[src/rtl/raw10_pkg.sv]
// Shared types and constants for the MIPI RAW10 unpacker.
// The optional macro RAW10_VC_FILTER_EN (used in the top) enables virtual-channel filtering.
package raw10_pkg;

  localparam logic [5:0] DT_RAW10    = 6'h2B;
  localparam int         BUF_DEPTH   = 8;
  localparam int         GROUP_BYTES = 5;
  localparam int         GROUP_PIX   = 4;

  typedef logic [9:0] pixel_t;
  typedef logic [7:0] byte_t;

  // Pixel k takes its 8 MSBs from byte k and its 2 LSBs from bits [2k+1:2k] of the packed fifth byte.
  function automatic pixel_t unpack_pixel(input byte_t msb, input byte_t lsbs, input int k);
    return {msb, lsbs[2*k +: 2]};
  endfunction

endpackage

[src/rtl/raw10_group_decode.sv]
// Combinational decode of one 5-byte RAW10 group into four 10-bit pixels.
module raw10_group_decode
  import raw10_pkg::*;
(
  input  logic [4:0][7:0] i_bytes,
  output logic [3:0][9:0] o_pixels
);

  always_comb begin
    o_pixels = '0;
    for (int k = 0; k < GROUP_PIX; k++) begin
      o_pixels[k] = unpack_pixel(i_bytes[k], i_bytes[4], k);
    end
  end

endmodule

[src/rtl/raw10_unpacker.sv]
// RAW10 unpacker: 4-byte beats in, 4x10-bit pixel groups out, with line tracking.
// Define RAW10_VC_FILTER_EN to accept only beats whose virtual channel equals VC.
module raw10_unpacker
  import raw10_pkg::*;
#(
  parameter logic [1:0] VC = 2'd0
) (
  input  logic            clock,
  input  logic            reset,
  input  logic [3:0][7:0] image_data,
  input  logic [7:0]      image_data_type,
  input  logic            image_data_enable,
  input  logic [15:0]     word_count,
  input  logic [1:0]      virtual_channel,
  output logic [3:0][9:0] pixel,
  output logic            pixel_valid,
  output logic            line_done,
  output logic            length_error
);

  logic [7:0][7:0] r_buf_p0;
  logic [3:0]      r_fill_p0;
  logic [15:0]     r_byte_cnt_p0;

  logic [3:0][9:0] r_pixel_p1;
  logic            r_vld_p1;
  logic            r_line_done_p1;
  logic            r_length_error;

  logic            w_vc_ok;
  logic            w_accept;
  logic [7:0][7:0] w_ext;
  logic [7:0][7:0] w_shift;
  logic [3:0]      w_fill_app;
  logic [3:0]      w_fill_post;
  logic            w_emit;
  logic [16:0]     w_cnt_next;
  logic            w_last;
  logic            w_len_bad;
  logic [3:0][9:0] w_pix;

`ifdef RAW10_VC_FILTER_EN
  assign w_vc_ok = (virtual_channel == VC);
`else
  logic w_unused_vc;
  assign w_vc_ok     = 1'b1;
  assign w_unused_vc = ^{virtual_channel, VC};
`endif

  assign w_accept = image_data_enable && w_vc_ok &&
                    (image_data_type == {2'b00, DT_RAW10});

  // Stage p0: append the beat behind the bytes already held; fill is at most 4 here.
  always_comb begin
    w_ext = r_buf_p0;
    for (int i = 0; i < 4; i++) begin
      w_ext[r_fill_p0[2:0] + 3'(i)] = image_data[i];
    end
  end

  assign w_fill_app  = r_fill_p0 + 4'd4;
  assign w_emit      = w_accept && (w_fill_app >= 4'(GROUP_BYTES));
  assign w_fill_post = w_emit ? (w_fill_app - 4'(GROUP_BYTES)) : w_fill_app;
  assign w_shift     = w_emit ? {40'h0, w_ext[7:5]} : w_ext;

  // 17-bit count so that the +4 can never wrap past word_count.
  assign w_cnt_next = {1'b0, r_byte_cnt_p0} + 17'd4;
  assign w_last     = w_accept && (w_cnt_next >= {1'b0, word_count});
  assign w_len_bad  = (w_cnt_next != {1'b0, word_count}) || (w_fill_post != 4'd0);

  raw10_group_decode u_decode (
    .i_bytes  (w_ext[4:0]),
    .o_pixels (w_pix)
  );

  always_ff @(posedge clock) begin
    if (w_accept) begin
      r_buf_p0 <= w_shift;
    end
  end

  always_ff @(posedge clock) begin
    if (reset) begin
      r_fill_p0     <= 4'd0;
      r_byte_cnt_p0 <= 16'd0;
    end else if (w_accept) begin
      if (w_last) begin
        r_fill_p0     <= 4'd0;
        r_byte_cnt_p0 <= 16'd0;
      end else begin
        r_fill_p0     <= w_fill_post;
        r_byte_cnt_p0 <= w_cnt_next[15:0];
      end
    end
  end

  // Stage p1: registered group output, line pulse and sticky length flag.
  always_ff @(posedge clock) begin
    if (reset) begin
      r_pixel_p1     <= '0;
      r_vld_p1       <= 1'b0;
      r_line_done_p1 <= 1'b0;
      r_length_error <= 1'b0;
    end else begin
      r_vld_p1       <= w_emit;
      r_line_done_p1 <= w_last;
      if (w_emit) begin
        r_pixel_p1 <= w_pix;
      end
      if (w_last && w_len_bad) begin
        r_length_error <= 1'b1;
      end
    end
  end

  assign pixel        = r_pixel_p1;
  assign pixel_valid  = r_vld_p1;
  assign line_done    = r_line_done_p1;
  assign length_error = r_length_error;

endmodule
[config.mk]
export PLATFORM = sky130hd
export DESIGN_NAME = raw10_unpacker
export DESIGN_NICKNAME = d
export VERILOG_FILES = /design/src/rtl/raw10_pkg.sv /design/src/rtl/raw10_group_decode.sv /design/src/rtl/raw10_unpacker.sv
export SDC_FILE = /design/constraint.sdc
export NUM_CORES = 1
export LEC_CHECK = 0
export ABC_CLOCK_PERIOD_IN_PS = 7700
export CELL_PAD_IN_SITES_DETAIL_PLACEMENT = 0
export CELL_PAD_IN_SITES_GLOBAL_PLACEMENT = 1
export CORE_MARGIN = 8
export CORE_UTILIZATION = 46
export DETAILED_ROUTE_END_ITERATION = 12
export HOLD_SLACK_MARGIN = 0.08
export PLACE_DENSITY_LB_ADDON = 0.1
export SLEW_MARGIN = 10
export SYNTH_ARGS = -nofsm -noshare
export SYNTH_HDL_FRONTEND = slang
export SYNTH_HIERARCHICAL = 1
export SYNTH_SLANG_ARGS = --single-unit
[constraint.sdc]
create_clock -name clock -period 7.7 [get_ports clock]
set_input_delay 1.155 -clock clock [delete_from_list [all_inputs] [get_ports clock]]
set_output_delay 1.155 -clock clock [all_outputs]
set_load 0.005 [all_outputs]
==> impl_results.md, run 1 <==
* Outcome: complete, no violations
* Starting density of the core at 47.1%
* Post-CTS Setup Repair Bufs at 0
* Number of global-route vias before repair at 6722
* Final-layout worst hold slack at 0.453 ns
* Reported max-cap violation count at 0
* Half-perimeter wire length after detailed placement at 16900 µm
* Number of instances in the placed design at 1201
* Fraction of synthesis flops using an asynchronous set or reset pin at 0%
* Maximum net fanout on the critical path at 89
* Sw Pwr at 0.393 mW
* Max Freq at 0.232 GHz
* Slew headroom at 24.6%
* Number of enable flip-flop cells after synthesis at 64
* Synthesis warning total at 6
* Synth Area per Inst at 8.60 µm²
* Gr ovfl total at 0
* Most frequent standard cell in the layout excluding fill and tap cells: sky130_fd_sc_hd__nand2_1
* DRC marker count from the first detailed-route iteration at 559
* Largest stage delay, worst path at 0.86 ns
* Die ar. at 23100 µm²
* Area added between synthesis and finish at 14.1%
* Critical path, cell by cell: clkdlybuf4s50_1 > nor4b_1 > nand4_1 > inv_2 > nand2b_4 > a22o_1
* Fraction of layout instances using a drive strength above 1 at 10.5%
* Antenna viol nets, final at 0
* Final WL at 25600 µm
* I/O pin cnt at 104
* Commonest non-fill, non-tap cells in the layout: 148 x sky130_fd_sc_hd__nand2_1, 110 x sky130_fd_sc_hd__nor2_1, 100 x sky130_fd_sc_hd__clkdlybuf4s50_1
* Worst Path Arrival at 4.48 ns
* Slew at the pin with the worst max-slew slack at 1.12 ns
* Clock tree root buffer cell: sky130_fd_sc_hd__clkbuf_16
* Setup total negative slack at 0 ns
* Relative contribution of combinational cells to total power at 6.5%
* Setup violators final at 0
* Initial antenna violation count at 0
* Startpoint Class: primary input
* CTS Hold Buffers Added at 0
* I/O Buffers at 101
* Crit Path Category: primary input to register
* Count of final max-slew check failures at 0
* Post-synthesis sequential element count at 125
* RSZ-0062 raised after global routing: false
* Slack of the critical path at 3.39 ns
* Net count, final at 1071
* Most used flip-flop cell after synthesis: sky130_fd_sc_hd__edfxtp_1
* CTS tree: built
* Syn nets at 1068
* Final number of hold-violating endpoints at 0
* Final critical-path required period at 4.31 ns
* Period Utilization, post-route at 55.9%
* Depth of the CTS H-tree at 4
* Total GRT Usage at 21.7%
* Final-layout fill cell count at 1726
* Combined flip-flop and latch cell area at 3140 µm²
* Power density relative to cell area at 160 nW/µm²
* Sink count of the clock tree at 125
* Final cell count without fillers at 1233
* Synth cell types at 51
* Synth Instances at 988
* Static leakage at 3.45 nW
* Critical Path RT at 7.88 ns
* Core utilization of the finished layout at 53.8%
* Vertical die dimension at 152 µm
* Switching share of power at 25.4%
* Internal portion of total power at 1.15 mW
* Std-Cell Rows at 49
* Class of the most critical hold timing path: register to register
* Cell area after technology mapping at 8500 µm²
* Largest net degree at the start of global routing at 90
* Number of remaining DRC errors at 0
* Capturing element type of the critical path: register
* DR vias/cell at 5.83
* Sequential group share of total power at 45.0%
* Relative contribution of the clock network to total power at 48.5%
* Maximum number of buffers from clock root to sink at 2
* Number of clock buffers inserted by TritonCTS at 17
* Critical Path Slowest Stage Cell: sky130_fd_sc_hd__inv_2
* Weighted congestion at the end of routability-driven global placement at 0.812
* Area of combinational cells with multiple inputs at 4610 µm²
* Routed via count at 7185
* Total iterations of the first detailed-routing run at 5
* Final Skew at 0.00873 ns
* Wire length of the first global-routing pass at 40000 µm
* Clock network latency to the later pin of the worst-skew pair at 0.43 ns
* Clock transition at path regs at 0.06 ns
* Horiz. Die Dim at 152 µm
* Worst-case vdd ir drop at 152 µV
* Post-cts repair resize count at 0
* Mean routed wirelength per cell at 20.8 µm
* Core ar. at 18000 µm²
* Post-place setup slack at 2.92 ns
* Number of diodes added for antenna fixing at 0
* Share of the yosys chip area belonging to registers at 37.0%
==> per-layer routing <==
metal  GRT usage (%)  routed length [µm]  part of all wire, %
met1            31.9               12400                   48
met2            30.5               10900                   42
met3            4.49                1760                  6.9
met4            7.45                 572                  2.2
met5               0                   0                    0
==> final timing paths <==
path                       from  slack (ns)  cells after the start      endpoint
max          image_data_type[4]        3.39                      6   r_buf_p0[8]
min                    pixel[2]        0.45                      2      pixel[2]
max reg2reg    r_byte_cnt_p0[2]        3.78                     12  r_fill_p0[1]
min reg2reg            pixel[2]        0.45                      2      pixel[2]
==> power groups by stage <==
stage / combinational, mW / clock (mW) / sequential [mW]
after floorplan: 0.0562 / 0 / 0.711
after global placement: 0.0982 / 0 / 0.711
after detailed placement: 0.0982 / 0 / 0.711
after CTS: 0.0987 / 0.762 / 0.697
after global routing: 0.106 / 0.790 / 0.696
final: 0.100 / 0.751 / 0.697
==> Yosys cell counts, types with 4 or more instances <==
master | n | share of area [%]
sky130_fd_sc_hd__mux2_2 | 40 | 5.3
sky130_fd_sc_hd__edfxtp_1 | 64 | 23
sky130_fd_sc_hd__nor3_4 | 4 | 0.77
sky130_fd_sc_hd__o21ai_1 | 19 | 1.1
sky130_fd_sc_hd__a22o_1 | 8 | 0.82
sky130_fd_sc_hd__a21o_1 | 4 | 0.35
sky130_fd_sc_hd__a22oi_1 | 25 | 2.2
sky130_fd_sc_hd__o21ai_0 | 51 | 3.0
sky130_fd_sc_hd__clkbuf_1 | 50 | 2.2
sky130_fd_sc_hd__dfxtp_1 | 61 | 14
sky130_fd_sc_hd__buf_2 | 20 | 1.2
sky130_fd_sc_hd__a211oi_2 | 4 | 0.59
sky130_fd_sc_hd__nand2b_1 | 5 | 0.37
sky130_fd_sc_hd__nand4_1 | 6 | 0.44
sky130_fd_sc_hd__o211ai_1 | 24 | 2.1
sky130_fd_sc_hd__nand2_1 | 148 | 6.5
sky130_fd_sc_hd__mux2i_1 | 65 | 7.7
sky130_fd_sc_hd__nor2_1 | 111 | 4.9
sky130_fd_sc_hd__buf_6 | 4 | 0.53
sky130_fd_sc_hd__inv_1 | 19 | 0.84
sky130_fd_sc_hd__a21oi_1 | 73 | 4.3
sky130_fd_sc_hd__buf_4 | 45 | 4.0
sky130_fd_sc_hd__ha_1 | 19 | 2.8
sky130_fd_sc_hd__nand3_1 | 8 | 0.47
sky130_fd_sc_hd__xor2_1 | 13 | 1.3
sky130_fd_sc_hd__a211oi_1 | 29 | 2.6
sky130_fd_sc_hd__xnor2_1 | 14 | 1.4
sky130_fd_sc_hd__nor3_1 | 15 | 0.88
==> stage by stage <==
stage / power [mW] / area [µm²]
after floorplan: 0.767 / 8500
after global placement: 0.809 / 9160
after detailed placement: 0.809 / 9160
after CTS: 1.56 / 9700
after global routing: 1.59 / 9700
final: 1.55 / 9700
==> critical path, delay by kind of cell <==
kind                   cells  cell delay (ns)
buffers and inverters      2             1.26
AOI/OAI and AO/OA          1             0.42
and+or+nand+nor            3             1.56
==> cell families after synthesis <==
logic type,share of synthesized area [%]
flip-flops,37.0
adder cells (fa/ha/maj),2.80
buffers and inverters,8.94
multiplexers,13.0
AND/OR/NAND/NOR,17.3
AO/OA/AOI/OAI,17.5
XOR/XNOR,3.55
==> flip-flops by register name, indices dropped and copies added (netlist names) <==
signal / count
r_byte_cnt_p0: 14
r_buf_p0: 64
line_done: 1
pixel_valid: 1
length_error: 1
pixel: 40
r_fill_p0: 4
==> area by class of cell <==
| class | count | share of cell area (%) |
|---|---|---|
| sequential | 125 | 32.4 |
| tap | 229 | 2.95 |
| timing repair buffer | 106 | 10.8 |
| clock buffer | 17 | 4.39 |
| multi-input combinational | 721 | 47.5 |
| clock inverter | 15 | 1.15 |
| inverter | 20 | 0.800 |
Power figures use the tool's default switching activity.
==> run 2, diff against run 1 <==
--- a/config.mk
+++ b/config.mk
@@ -5,11 +5,11 @@
 export SDC_FILE = /design/constraint.sdc
 export NUM_CORES = 1
 export LEC_CHECK = 0
-export ABC_CLOCK_PERIOD_IN_PS = 7700
+export ABC_CLOCK_PERIOD_IN_PS = 3550
 export CELL_PAD_IN_SITES_DETAIL_PLACEMENT = 0
 export CELL_PAD_IN_SITES_GLOBAL_PLACEMENT = 1
 export CORE_MARGIN = 8
-export CORE_UTILIZATION = 46
+export CORE_UTILIZATION = 39
 export DETAILED_ROUTE_END_ITERATION = 12
 export HOLD_SLACK_MARGIN = 0.08
 export PLACE_DENSITY_LB_ADDON = 0.1
==> constraint.sdc (replaced) <==
create_clock -name clock -period 3.55 [get_ports clock]
set_input_delay 0.5325 -clock clock [delete_from_list [all_inputs] [get_ports clock]]
set_output_delay 0.5325 -clock clock [all_outputs]
set_load 0.005 [all_outputs]
==> run 2 against run 1 <==
Net effect:
- clock-buffer cell count rose by 6
- global-route usage fell by 1.0 points
- register-to-register slack got worse by 3.5 ns
- critical path depth rose by 7
- clock power rose to 2.6 times the previous value
==> impl_results.md, run 2 (synthesized netlist as in run 1, its figures left out) <==
* Final critical-path required period at 3.28 ns
* CTS tree: built
* Maximum number of buffers from clock root to sink at 2
* Flip-flop count of the largest register after layout at 64
* Clock transition at path regs at 0.06 ns
* Depth of the CTS H-tree at 4
* Total power at 3.70 mW
* Count of final max-slew check failures at 0
* Setup total negative slack at 0 ns
* Most frequent standard cell in the layout excluding fill and tap cells: sky130_fd_sc_hd__nand2_1
* Net count, final at 1104
* Capturing element type of the critical path: register
* Class of the most critical hold timing path: register to register
* Combined flip-flop and latch cell area at 3140 µm²
* Setup violators final at 0
* Worst-case vdd ir drop at 349 µV
* Slew headroom at 24.1%
* Number of instances in the placed design at 1285
* RSZ-0062 raised after global routing: false
* Final WL at 27200 µm
* Maximum net fanout on the critical path at 13
* Core ar. at 21600 µm²
* Reported max-cap violation count at 0
* Slew at the pin with the worst max-slew slack at 1.14 ns
* Mean routed wirelength per cell at 20.7 µm
* Startpoint Class: register
* I/O Buffers at 101
* Area of combinational cells with multiple inputs at 4610 µm²
* Final Skew at 0.00475 ns
* Gr ovfl total at 0
* Area added between synthesis and finish at 20.1%
* Initial antenna violation count at 0
* Largest net degree at the start of global routing at 80
* Critical Path RT at 3.86 ns
* Half-perimeter wire length after detailed placement at 19100 µm
* Starting density of the core at 39.3%
* Horiz. Die Dim at 164 µm
* Number of global-route vias before repair at 7029
* Total iterations of the first detailed-routing run at 5
* Sink count of the clock tree at 125
* Number of remaining DRC errors at 0
* Crit Path Category: register to register
* Weighted congestion at the end of routability-driven global placement at 0.775
* Outcome: complete, no violations
* DR vias/cell at 5.42
* Antenna viol nets, final at 0
* Final-layout fill cell count at 2153
* Final cell count without fillers at 1317
* Period Utilization, post-route at 92.3%
* Max Freq at 0.305 GHz
* Largest reg by FF count: r_buf_p0
* Commonest non-fill, non-tap cells in the layout: 148 x sky130_fd_sc_hd__nand2_1, 109 x sky130_fd_sc_hd__nor2_1, 100 x sky130_fd_sc_hd__clkdlybuf4s50_1
* Power density relative to cell area at 362 nW/µm²
* Clock tree root buffer cell: sky130_fd_sc_hd__clkbuf_16
* DRC marker count from the first detailed-route iteration at 534
* Post-CTS Setup Repair Bufs at 0
* Hold path depth at 2
* Number of clock buffers inserted by TritonCTS at 17
* I/O pin cnt at 104
* Clock network latency to the later pin of the worst-skew pair at 0.42 ns
* Routed via count at 7137
* Fraction of layout instances using a drive strength above 1 at 13.6%
* Number of diodes added for antenna fixing at 0
* Std-Cell Rows at 54
* Die ar. at 26800 µm²
* Static leakage at 3.69 nW
* Wire length of the first global-routing pass at 42100 µm
* Vertical die dimension at 164 µm
* Total GRT Usage at 20.6%
* Reg2Reg Depth at 13
* Worst Path Arrival at 3.59 ns
* Final number of hold-violating endpoints at 0
[run 2: changes by cell type in the layout (fill, tap and decap cells not counted), moves of 2 or more]
cell	before	now
sky130_fd_sc_hd__buf_12	0	5
sky130_fd_sc_hd__buf_4	5	33
sky130_fd_sc_hd__bufinv_16	0	2
sky130_fd_sc_hd__clkbuf_16	17	21
sky130_fd_sc_hd__clkbuf_8	0	2
sky130_fd_sc_hd__clkinv_1	2	0
sky130_fd_sc_hd__inv_4	3	1
sky130_fd_sc_hd__inv_6	6	3
[run 2: final timing paths]
check | start | to | slack (ns)
setup / recovery | r_byte_cnt_p0[2] | r_byte_cnt_p0[13] | 0.27
hold / removal | pixel[6] | pixel[6] | 0.45
setup reg to reg | r_byte_cnt_p0[2] | r_byte_cnt_p0[13] | 0.27
hold reg to reg | pixel[6] | pixel[6] | 0.45
[run 2: layout make-up]
cell class / count / share of cell area, %
inverters: 20 / 0.760
clock buffers: 23 / 5.42
flip-flops and latches: 125 / 30.8
multi-input cells: 721 / 45.2
repair buffers: 139 / 13.3
clock inverters: 9 / 1.10
well taps: 280 / 3.43
[run 2: repair_timing]
| action | in CTS | in global routing |
|---|---|---|
| hold buffers | 0 | 0 |
| endpoints found under the setup margin | 0 | 14 |
| resized for setup | 0 | 1 |
[run 2: metrics by stage]
stage                     hold slack (ns)  setup slack (ns)  cell area (µm²)  utilization (%)
after floorplan                     0.436            0.0718             8500                -
after global placement              0.445             0.422             9540             44.1
after detailed placement            0.450             0.299             9540             44.1
after CTS                           0.459             0.252            10200             47.2
after global routing                0.467            0.0106            10200             47.2
final                               0.453             0.272            10200             47.2
[run 2: metal layers]
metal	part of all wire [%]	wire, µm	track usage, %	vias up
li1	-	-	-	3517
met1	48	13200	29.0	3383
met2	43	11700	30.7	200
met3	5.5	1510	3.91	37
met4	2.8	775	8.18	0
met5	0	0	0	-
[run 2: critical path, cell delays in order (launching register included)]
cell                       delay (ns)
sky130_fd_sc_hd__dfxtp_1         0.40
sky130_fd_sc_hd__ha_1            0.25
sky130_fd_sc_hd__nand3_1         0.21
sky130_fd_sc_hd__nor2_2          0.26
sky130_fd_sc_hd__nand3_1         0.12
sky130_fd_sc_hd__xnor2_1         0.15
sky130_fd_sc_hd__ha_1            0.31
sky130_fd_sc_hd__nand4_1         0.15
sky130_fd_sc_hd__nor4_1          0.40
sky130_fd_sc_hd__a21boi_0        0.24
sky130_fd_sc_hd__nand4b_1        0.18
sky130_fd_sc_hd__a21o_1          0.27
sky130_fd_sc_hd__buf_12          0.17
sky130_fd_sc_hd__nor2_1          0.05
[run 2: power breakdown]
| part | total, mW | internal, mW | switching [mW] |
|---|---|---|---|
| clock | 1.96 | 1.25 | 0.709 |
| combinational | 0.230 | 0.0957 | 0.134 |
| sequential | 1.51 | 1.51 | 0.000318 |
